File: src/rtl/pwm_pkg.sv
// Shared types and width helpers for the pwm colour-wheel sequencer.
package pwm_pkg;

    // Hue segments: first letter holds MAX, second letter ramps up/down.
    typedef enum logic [2:0] {
        SEG_RG_UP = 3'd0,
        SEG_GR_DN = 3'd1,
        SEG_GB_UP = 3'd2,
        SEG_BG_DN = 3'd3,
        SEG_BR_UP = 3'd4,
        SEG_RB_DN = 3'd5
    } hue_seg_t;

    typedef enum logic [1:0] {
        CH_R = 2'd0,
        CH_G = 2'd1,
        CH_B = 2'd2
    } chan_t;

    // Width of a pwm_value for a given pwm period.
    function automatic int unsigned duty_w(input int unsigned interval);
        return $clog2(interval);
    endfunction

    // Always-on duty level (pwm drives high while count <= value).
    function automatic int unsigned max_duty(input int unsigned interval);
        return interval - 1;
    endfunction

    // Channel that ramps in a given segment.
    function automatic chan_t ramp_chan(input hue_seg_t seg);
        case (seg)
            SEG_RG_UP: return CH_G;
            SEG_GR_DN: return CH_R;
            SEG_GB_UP: return CH_B;
            SEG_BG_DN: return CH_G;
            SEG_BR_UP: return CH_R;
            default:   return CH_B;
        endcase
    endfunction

    // Even segments ramp up, odd segments ramp down.
    function automatic logic ramp_is_up(input hue_seg_t seg);
        return ~seg[0];
    endfunction

    // Next segment around the wheel.
    function automatic hue_seg_t next_seg(input hue_seg_t seg);
        return (seg == SEG_RB_DN) ? SEG_RG_UP : hue_seg_t'(3'(seg) + 3'd1);
    endfunction

endpackage

File: src/rtl/pwm_step_timer.sv
// Free-running step timer: one-cycle tick on the terminal count while enabled.
module pwm_step_timer #(
    parameter int unsigned STEP_CYCLES = 20000
) (
    input  logic clk,
    input  logic rst,
    input  logic clear,
    input  logic enable,
    output logic tick
);

    localparam int unsigned CW = (STEP_CYCLES > 1) ? $clog2(STEP_CYCLES) : 1;
    localparam logic [CW-1:0] TERM = CW'(STEP_CYCLES - 1);

    logic [CW-1:0] count;

    // Terminal count is only a tick while the timer is allowed to advance.
    assign tick = enable && (count == TERM);

    // Count 0..STEP_CYCLES-1 while enabled, hold otherwise.
    always_ff @(posedge clk) begin
        if (rst || clear) begin
            count <= '0;
        end else if (enable) begin
            count <= (count == TERM) ? '0 : count + CW'(1);
        end
    end

endmodule

File: src/rtl/pwm_fade_sequencer.sv
// Colour-wheel sequencer: walks R/G/B duties around the hue circle in six ramps.
module pwm_fade_sequencer
    import pwm_pkg::*;
#(
    parameter int unsigned PWM_INTERVAL = 1200,
    parameter int unsigned STEP_CYCLES  = 20000,
    parameter int unsigned DUTY_STEP    = 12
) (
    input  logic                            clk,
    input  logic                            rst,
    input  logic                            enable,
    input  logic                            restart,
    output logic [$clog2(PWM_INTERVAL)-1:0] duty_r,
    output logic [$clog2(PWM_INTERVAL)-1:0] duty_g,
    output logic [$clog2(PWM_INTERVAL)-1:0] duty_b,
    output logic [2:0]                      segment,
    output logic                            step_pulse
);

    localparam int unsigned DW  = duty_w(PWM_INTERVAL);
    localparam int unsigned DWX = DW + 1;
    localparam logic [DW-1:0]  MAX_V  = DW'(max_duty(PWM_INTERVAL));
    localparam logic [DW-1:0]  STEP_V = DW'(DUTY_STEP);
    localparam logic [DWX-1:0] STEP_X = DWX'(DUTY_STEP);

    logic           tick;
    hue_seg_t       seg_q, seg_d;
    chan_t          ramp_ch;
    logic           ramp_up;
    logic [DW-1:0]  cur_val, up_val, dn_val, new_val;
    logic [DWX-1:0] up_sum;
    logic           at_end;
    logic [DW-1:0]  r_d, g_d, b_d;

    pwm_step_timer #(
        .STEP_CYCLES(STEP_CYCLES)
    ) u_timer (
        .clk   (clk),
        .rst   (rst),
        .clear (restart),
        .enable(enable),
        .tick  (tick)
    );

    // Saturating ramp of the channel selected by the current segment.
    always_comb begin
        ramp_ch = ramp_chan(seg_q);
        ramp_up = ramp_is_up(seg_q);
        cur_val = duty_r;
        case (ramp_ch)
            CH_G:    cur_val = duty_g;
            CH_B:    cur_val = duty_b;
            default: cur_val = duty_r;
        endcase
        up_sum  = {1'b0, cur_val} + STEP_X;
        up_val  = (up_sum > {1'b0, MAX_V}) ? MAX_V : up_sum[DW-1:0];
        dn_val  = (cur_val < STEP_V) ? '0 : cur_val - STEP_V;
        new_val = ramp_up ? up_val : dn_val;
        at_end  = ramp_up ? (new_val == MAX_V) : (new_val == '0);
    end

    // Segment state register; restart returns to the first segment.
    always_ff @(posedge clk) begin
        if (rst || restart) begin
            seg_q <= SEG_RG_UP;
        end else begin
            seg_q <= seg_d;
        end
    end

    // Advance the segment on the tick that lands the ramp on its endpoint.
    always_comb begin
        seg_d = seg_q;
        if (tick && at_end) begin
            seg_d = next_seg(seg_q);
        end
    end

    // Next duties: only the ramping channel moves, and only on a tick.
    always_comb begin
        r_d = duty_r;
        g_d = duty_g;
        b_d = duty_b;
        if (tick) begin
            case (ramp_ch)
                CH_G:    g_d = new_val;
                CH_B:    b_d = new_val;
                default: r_d = new_val;
            endcase
        end
    end

    // Duty and pulse registers.
    always_ff @(posedge clk) begin
        if (rst || restart) begin
            duty_r     <= MAX_V;
            duty_g     <= '0;
            duty_b     <= '0;
            step_pulse <= 1'b0;
        end else begin
            duty_r     <= r_d;
            duty_g     <= g_d;
            duty_b     <= b_d;
            step_pulse <= tick;
        end
    end

    assign segment = seg_q;

endmodule

File: config.mk
export PLATFORM = sky130hd
export DESIGN_NAME = pwm_fade_sequencer
export DESIGN_NICKNAME = d
export VERILOG_FILES = /design/src/rtl/pwm_pkg.sv /design/src/rtl/pwm_step_timer.sv /design/src/rtl/pwm_fade_sequencer.sv
export SDC_FILE = /design/constraint.sdc
export NUM_CORES = 1
export LEC_CHECK = 0
export CAP_MARGIN = 20
export CORE_MARGIN = 5
export CORE_UTILIZATION = 40
export CTS_CLUSTER_SIZE = 14
export DETAILED_ROUTE_END_ITERATION = 7
export PLACE_DENSITY_LB_ADDON = 0.05
export RECOVER_POWER = 100
export SLEW_MARGIN = 20
export SYNTH_ARGS = -nofsm -noshare
export SYNTH_HDL_FRONTEND = slang
export SYNTH_SLANG_ARGS = --single-unit
File: constraint.sdc
create_clock -name clk -period 12.42 [get_ports clk]
set_input_delay 3.726 -clock clk [delete_from_list [all_inputs] [get_ports clk]]
set_output_delay 3.726 -clock clk [all_outputs]
set_load 0.03 [all_outputs]
==> results of run 1 <==
-- cell usage in the layout, fill, tap and decap left out, types with 5 or more instances in the layout --
cell type      synthesis  routed
a211oi_1              25      25
a21oi_1               18      18
a221o_1                7       7
a221oi_1               6       6
and2_1                 7       6
and3_1                 9       9
buf_4                  0       5
clkbuf_8               0       5
dfxtp_1               52      52
dlygate4sd3_1          0      39
ha_1                   5       5
inv_1                 10      10
nand2_1               28      28
nand2b_1              11      11
nand3_1                9       9
nand4_1                9       9
nor2_1                56      56
nor3_1                 9       9
nor4b_1                8       8
o211ai_1              12      12
o21ai_0                9       9
or2_2                  9       8
xnor2_1                8       8
xor2_1                14      14
-- layer usage --
metal  vias to the layer above  GRT usage (%)
li1                       1627              -
met4                         0           6.65
met2                       127           33.4
met5                         -              0
met3                        23           4.06
met1                      1619           31.8
-- worst reg2reg max path, delay by kind of cell, from the launching register on --
kind | cells | cell delay, ps
flip-flops | 1 | 790
buffers and inverters | 1 | 230
AO/OA/AOI/OAI | 5 | 1720
AND/OR/NAND/NOR | 4 | 2160
-- sequential cells by signal, indices dropped and copies added (netlist names) --
signal         flops
duty_r            11
step_pulse         1
u_timer.count     15
duty_g            11
duty_b            11
segment            3
-- cell usage after synthesis (all sizes together) (3+ instances only) --
cell / count / area share (%)
a211oi: 26 / 6.2
a21oi: 21 / 3.7
a221o: 7 / 2.1
a221oi: 6 / 1.6
a222oi: 3 / 0.90
a31oi: 4 / 0.75
a32o: 3 / 0.90
a32oi: 3 / 0.78
and2: 7 / 1.3
and3: 9 / 1.7
buf: 5 / 1.0
clkbuf: 25 / 2.8
dfxtp: 52 / 31
ha: 5 / 1.9
inv: 10 / 1.1
nand2: 28 / 3.1
nand2b: 11 / 2.1
nand3: 9 / 1.3
nand4: 9 / 1.7
nor2: 57 / 6.5
nor3: 9 / 1.3
nor4: 4 / 0.75
nor4b: 8 / 2.1
o211ai: 12 / 2.7
o21ai: 9 / 1.3
o22ai: 5 / 1.1
o311ai: 4 / 1.0
o31ai: 3 / 0.67
or2: 9 / 1.7
or3: 3 / 0.56
or4: 5 / 1.2
xnor2: 8 / 2.1
xor2: 14 / 3.7
-- kinds of logic after synthesis --
family	after synthesis	share of synthesized area, %
flops	52	31.1
simple gates	174	26.9
mux	4	1.27
xor+xnor	22	5.76
fa+ha+maj	5	1.87
buf+inv	40	4.97
compound gates	123	28.2
-- worst paths after layout --
| path | cells after the start | endpoint | slack (ps) | from |
|---|---|---|---|---|
| setup / recovery | 7 | duty_r[4] | 6540 | enable |
| hold / removal | 2 | duty_b[4] | 500 | duty_b[4] |
| setup reg to reg | 10 | duty_b[0] | 7300 | segment[2] |
| hold reg to reg | 2 | duty_b[4] | 500 | duty_b[4] |
-- power breakdown --
part	switching, mW	leakage (nW)	total, mW	internal [mW]
Combinational	0.00379	0.935	0.00523	0.00144
Sequential	0.000225	0.419	0.167	0.167
Clock	0.0688	0.0423	0.110	0.0413
Total	0.0728	1.40	0.282	0.210
-- through the flow --
stage          instances  utilization [%]  setup slack [ps]  power (mW)  cell area [um^2]
6_report             548             47.5              6540       0.282              3880
5_1_grt              548             47.5              6330       0.291              3880
4_1_cts              548             47.5              6680       0.284              3880
3_5_place_dp         540             46.3              6330       0.176              3790
3_3_place_gp         540             46.3              6450       0.176              3790
2_1_floorplan        420                -              7080       0.174              3350
-- layout make-up --
| type | count | area (um^2) | area share (%) |
|---|---|---|---|
| clock buffer | 5 | 68.8 | 1.77 |
| multi-input combinational | 328 | 2140 | 55.1 |
| clock inverter | 3 | 26.3 | 0.676 |
| timing repair buffer | 45 | 438 | 11.3 |
| sequential | 52 | 1040 | 26.8 |
| tap | 105 | 131 | 3.38 |
| inverter | 10 | 37.5 | 0.966 |
==> results_dict.tcl, run 1 <==
set metrics [dict create \
    status "finished, violations left" \
    violations "max-capacitance violations, max-slew violations" \
    yosysWarningCount 0 \
    synth_nets 429 \
    drc 0 \
    ctsResizeCount 0 \
    slew_violations 33 \
    critPathBufInv 1 \
    cts-root-buf "clkbuf_8" \
    top_layer_used "met4" \
    hold_buffers 0 \
    clock_skew_ps 12.7 \
    vdd.ir_drop.worst_uv 40.3 \
    met1_length_um 5200 \
    nFillCells 845 \
    drv_cap 1 \
    drt_iter0_markers 271 \
    tightest_slew_ps 1900 \
    grt_pass1_wl_um 17600 \
    antenna_left 0 \
    maxSlewHeadroom_pct -26.4 \
    syn_avg_cell_area_um2 7.97 \
    drive_gt1_share_pct 7.45 \
    fin_hold_ws_ps 498 \
    tritoncts "done" \
    dr_wl_met3_um 643 \
    power-per-cell-area_nw_per_um2 72.7 \
    routed_wl_um 10800 \
    rsz0062_at_grt "no" \
    gr-total-overflow 0 \
    start_kind "primary input" \
    async_flop_share_pct 0 \
    post_cts_buffers 0 \
    cts.sinks 52 \
    diodes 0 \
    initial_core_util_pct 41.0 \
    finalCritPeriodShare_pct 47.4 \
    core_um2 8180 \
    rows 33 \
    crit_family "simple AND/OR/NAND/NOR gates" \
    yosys_register_bits 52 \
    syn_inst 420 \
    tns_ps 0 \
    met2WireLength_um 4770 \
    h-tree-depth 2 \
    critPathCaptureType "register" \
    cp_cell_sequence "dlygate4sd3_1 -> nand2_1 -> nor2_1 -> and2_0 -> nand2_1 -> or4_1 -> a21oi_1" \
    wl_per_cell_um 19.7 \
    critPathRequiredTime_ps 12650 \
    finalHoldViolCount 0 \
    clk_pin_slew_ps 110 \
    max_stage_delay_ps 660 \
    gp_congestion 0.972 \
    dr.pass1.iters 5 \
    synth_area_um2 3350 \
    vias_per_cell 6.20 \
    grt_pass1_vias 3225 \
    num-nets-final 451 \
    clock_path_buffers 2 \
    clk_latency_ps 330 \
    synth_cell_types 61 \
    cts_inserted_buffers 5 \
    synth-edff-count 0 \
    setup_viol 0 \
    critPathMostFrequentCell "nand2_1" \
    yosysSeqAreaShare_pct 31.1 \
    antenna_found_initial 0 \
    p_leak_nw 1.40 \
    crit_fanout 14 \
    die_y_um 101 \
    synth_flop_cell "dfxtp_1" \
    design.die.area_um2 10300 \
    crit_type "primary input to register" \
    critPathArrivalTime_ps 6120 \
    post-dp-hpwl_um 7780 \
    vias 3396 \
    area_growth_pct 16.0 \
    numPortBuffers 40 \
    fmax_mhz 170 \
    grt_max_degree 39 \
    grt_usage_pct 22.0 \
    num_io_pins 41 \
    die_w_um 101 \
    cpMaxStageDelayCell "dlygate4sd3_1" \
    period_minus_slack_ps 5880 \
    min_path_type "register to register" \
]
No activity file was read; power rests on OpenSTA's default activity.
==> run 2, diff against run 1 <==
==> constraint.sdc (replaced) <==
create_clock -name clk -period 5.3 [get_ports clk]
set_input_delay 1.59 -clock clk [delete_from_list [all_inputs] [get_ports clk]]
set_output_delay 1.59 -clock clk [all_outputs]
set_load 0.03 [all_outputs]
==> results_dict.tcl, run 2 (synthesis gave the netlist of run 1 again) <==
set metrics [dict create \
    vias_per_cell 6.22 \
    status "finished, violations left" \
    tns_ps 0 \
    die_y_um 101 \
    final_util_pct 47.7 \
    h-tree-depth 2 \
    crit_type "register to register" \
    diodes 0 \
    die_w_um 101 \
    slew_violations 33 \
    p_total_mw 0.651 \
    critPathRequiredTime_ps 5420 \
    min_path_type "register to register" \
    grt_pass1_vias 3194 \
    finalHoldViolCount 0 \
    cts_inserted_buffers 5 \
    grt_max_degree 33 \
    tritoncts "done" \
    clk_pin_slew_ps 100 \
    final-instance-count-excl-fill 550 \
    met2WireLength_um 4780 \
    num-nets-final 453 \
    clock_path_buffers 2 \
    numPortBuffers 40 \
    tightest_slew_ps 1870 \
    post_cts_buffers 0 \
    hold_buffers 0 \
    grt_usage_pct 22.5 \
    post-dp-hpwl_um 8140 \
    antenna_left 0 \
    ctsResizeCount 0 \
    top_layer_used "met4" \
    area_growth_pct 16.4 \
    antenna_found_initial 0 \
    core_um2 8180 \
    wl_per_cell_um 20.3 \
    setup_ws_ps 490 \
    period_minus_slack_ps 4810 \
    finalCritPeriodShare_pct 90.8 \
    num_io_pins 41 \
    placed_cells 542 \
    dr.pass1.iters 5 \
    routed_wl_um 11100 \
    drc 0 \
    critPathCaptureType "register" \
    cts-root-buf "clkbuf_8" \
    violations "max-capacitance violations, max-slew violations" \
    cpMaxStageDelayCell "dfxtp_1" \
    dr_wl_met3_um 699 \
    vias 3420 \
    fmax_mhz 208 \
    grt_pass1_wl_um 18100 \
    gr-total-overflow 0 \
    clk_latency_ps 310 \
    p_leak_nw 1.41 \
    vdd.ir_drop.worst_uv 103 \
    clock_skew_ps 3.68 \
    final_common_cell "nor2_1" \
    drive_gt1_share_pct 7.64 \
    design.die.area_um2 10300 \
    rsz0062_at_grt "no" \
    drv_cap 1 \
    critPathArrivalTime_ps 4930 \
    met1_length_um 5340 \
    maxSlewHeadroom_pct -25.0 \
    power-per-cell-area_nw_per_um2 167 \
    rows 33 \
    cp_cell_sequence "and2_0 -> ha_1 -> or2_2 -> a222oi_1 -> buf_4 -> or4_1 -> or4_4 -> a211oi_4 -> nor2_1 -> o311ai_0 -> a21oi_1" \
    largest-register "u_timer.count" \
    max_stage_delay_ps 670 \
    layout_common_cells "nor2_1, dfxtp_1, dlygate4sd3_1, nand2_1, a211oi_1" \
    drt_iter0_markers 403 \
    initial_core_util_pct 41.0 \
    crit_fanout 22 \
    largest_reg_flops 15 \
    cts.sinks 52 \
    start_kind "register" \
    pre_cts_ws_ps 641 \
    setup_viol 0 \
    gp_congestion 0.964 \
]
run 2: cell types whose count changed in the layout (fill, tap and decap cells not counted), sizes merged:
cell and delta:
buf +2, clkbuf +1, clkinv +1, clkinvlp -2
run 2: per-layer routing:
metal / vias to the layer above / track usage, %
li1: 1629 / -
met1: 1605 / 33.5
met2: 164 / 32.2
met3: 22 / 3.79
met4: 0 / 8.49
met5: - / 0
run 2: power breakdown:
| group | internal (mW) | switching, mW | total, mW |
|---|---|---|---|
| Clock | 0.107 | 0.139 | 0.247 |
| Combinational | 0.00384 | 0.00900 | 0.0128 |
| Sequential | 0.391 | 0.000480 | 0.391 |
| Total | 0.502 | 0.149 | 0.651 |
run 2: through the flow:
step | hold WS, ps | cell area, um^2
finish | 490 | 3900
global route | 529 | 3900
CTS | 498 | 3900
detailed placement | 481 | 3800
global placement | 475 | 3800
floorplan | 463 | 3350
run 2: final timing paths:
path                   start         to  slack [ps]  cells past startpoint
setup / recovery  segment[1]  duty_b[7]         490                     11
hold / removal     duty_r[4]  duty_r[4]         490                      2
setup reg to reg  segment[1]  duty_b[7]         490                     11
hold reg to reg    duty_r[4]  duty_r[4]         490                      2
run 2: worst max-delay path: cells and delay by family (launching register included):
family | cells | cell delay [ps]
adder cells (fa/ha/maj) | 1 | 650
AND/OR/NAND/NOR | 5 | 1990
AO/OA/AOI/OAI | 4 | 1100
buffers and inverters | 1 | 200
flip-flops | 1 | 670
run 2: area by class of cell:
class	count	area, um^2
clock inverters	2	13.8
inverters	10	37.5
repair buffers	47	453
well taps	105	131
fillers	805	4280
clock buffers	6	82.6
flip-flops and latches	52	1040
multi-input cells	328	2140
==> run 3, diff against run 2 <==
--- a/config.mk
+++ b/config.mk
@@ -7,7 +7,7 @@
 export LEC_CHECK = 0
 export CAP_MARGIN = 20
 export CORE_MARGIN = 5
-export CORE_UTILIZATION = 40
+export CORE_UTILIZATION = 50
 export CTS_CLUSTER_SIZE = 14
 export DETAILED_ROUTE_END_ITERATION = 7
 export PLACE_DENSITY_LB_ADDON = 0.05
==> results_dict.tcl, run 3 (synthesis gave the netlist of run 1 again) <==
set metrics [dict create \
    largest-register "u_timer.count" \
    tightest_slew_ps 1860 \
    fmax_mhz 210 \
    rsz0062_at_grt "no" \
    critPathRequiredTime_ps 5400 \
    cts_inserted_buffers 5 \
    drive_gt1_share_pct 6.52 \
    antenna_found_initial 0 \
    p_int_mw 0.537 \
    finalCritPeriodShare_pct 90.0 \
    core_um2 6420 \
    grt_pass1_vias 3026 \
    slew_violations 33 \
    swShare_pct 20.6 \
    maxSlewHeadroom_pct -23.8 \
    violations "max-capacitance violations, max-slew violations" \
    design.die.area_um2 8430 \
    drv_cap 1 \
    tritoncts "done" \
    die_w_um 91.8 \
    critPathCaptureType "register" \
    start_kind "register" \
    gp_congestion 0.944 \
    p_total_mw 0.677 \
    grt_pass1_wl_um 16400 \
    vias_per_cell 6.43 \
    layout_common_cells "nor2_1, dfxtp_1, dlygate4sd3_1, nand2_1, a211oi_1" \
    grt_max_degree 33 \
    nFillCells 606 \
    drc 0 \
    min_path_type "register to register" \
    clk_latency_ps 300 \
    p_seq_share_pct 57.8 \
    holdPathStages 2 \
    clock_path_buffers 2 \
    dr.pass1.iters 4 \
    max_stage_delay_ps 690 \
    power-per-cell-area_nw_per_um2 175 \
    area_growth_pct 15.4 \
    finalHoldViolCount 0 \
    clkPwrFrac_pct 40.4 \
    num_io_pins 41 \
    final_util_pct 60.1 \
    ctsResizeCount 0 \
    period_minus_slack_ps 4770 \
    initial_core_util_pct 52.1 \
    clock_skew_ps 10.4 \
    post_cts_buffers 0 \
    path_depth 11 \
    h-tree-depth 2 \
    p_leak_nw 1.41 \
    placed_cell_area_um2 3770 \
    vias 3359 \
    numPortBuffers 40 \
    vdd.ir_drop.worst_uv 155 \
    crit_family "simple AND/OR/NAND/NOR gates" \
    drt_iter0_markers 266 \
    gr-total-overflow 0 \
    fin_hold_ws_ps 484 \
    diodes 0 \
    cpMaxStageDelayCell "or4_1" \
    die_y_um 91.8 \
    rows 29 \
    final_common_cell "nor2_1" \
    critPathMostFrequentCell "or4_1" \
    cts-root-buf "clkbuf_8" \
    r2r_cells 11 \
    wl_per_cell_um 20.2 \
    critPathArrivalTime_ps 4870 \
    antenna_left 0 \
    crit_type "register to register" \
    p_comb_share_pct 1.8 \
    post-dp-hpwl_um 8060 \
    crit_fanout 22 \
    num-nets-final 453 \
    largest_reg_flops 15 \
    clk_pin_slew_ps 90 \
    cts.sinks 52 \
    status "finished, violations left" \
    hold_buffers 0 \
    setup_viol 0 \
    critPathBufInv 1 \
    routed_wl_um 10500 \
    fin_area_um2 3860 \
    grt_usage_pct 24.4 \
    p_switching_mw 0.140 \
    cp_cell_sequence "and2_0 -> ha_1 -> or2_2 -> a222oi_1 -> clkbuf_1 -> or4_1 -> or4_1 -> a211oi_4 -> nor2_1 -> o311ai_0 -> a21oi_1" \
    tns_ps 0 \
]
-- run 3: tightest hold or removal path, stage by stage (launching register included) --
cell	delay (ps)
dfxtp_1	330
nand2_1	60
a21oi_1	50
-- run 3: path summary, 6_finish.rpt --
| path | start | to | slack [ps] |
|---|---|---|---|
| max | segment[1] | duty_g[7] | 530 |
| max reg2reg | segment[1] | duty_g[7] | 530 |
| min | duty_b[4] | duty_b[4] | 480 |
| min reg2reg | duty_b[4] | duty_b[4] | 480 |
-- run 3: metal layers --
layer  GRT usage [%]  routed length [um]
met3            4.58                 740
met4            5.69                 148
met2            38.7                4880
met1            34.5                4760
met5               0                   0
-- run 3: power groups by stage --
stage | logic (mW) | clock network (mW) | registers [mW]
floorplan | 0.00844 | 0 | 0.400
global placement | 0.0122 | 0 | 0.400
detailed placement | 0.0123 | 0 | 0.400
CTS | 0.0122 | 0.280 | 0.391
global route | 0.0129 | 0.297 | 0.392
finish | 0.0119 | 0.274 | 0.391
-- run 3: cell type report --
cell class | instances | area, um^2 | share of cell area, %
multi-input combinational | 328 | 2130 | 55.3
sequential | 52 | 1040 | 27.0
timing repair buffer | 47 | 442 | 11.4
tap | 77 | 96.3 | 2.49
clock buffer | 6 | 72.6 | 1.88
clock inverter | 2 | 38.8 | 1.00
inverter | 10 | 37.5 | 0.972
-- run 3: stage by stage --
stage / setup WS (ps) / instances
2_1_floorplan: 545 / 420
3_3_place_gp: 832 / 514
3_5_place_dp: 803 / 514
4_1_cts: 784 / 522
5_1_grt: 287 / 522
6_report: 532 / 522
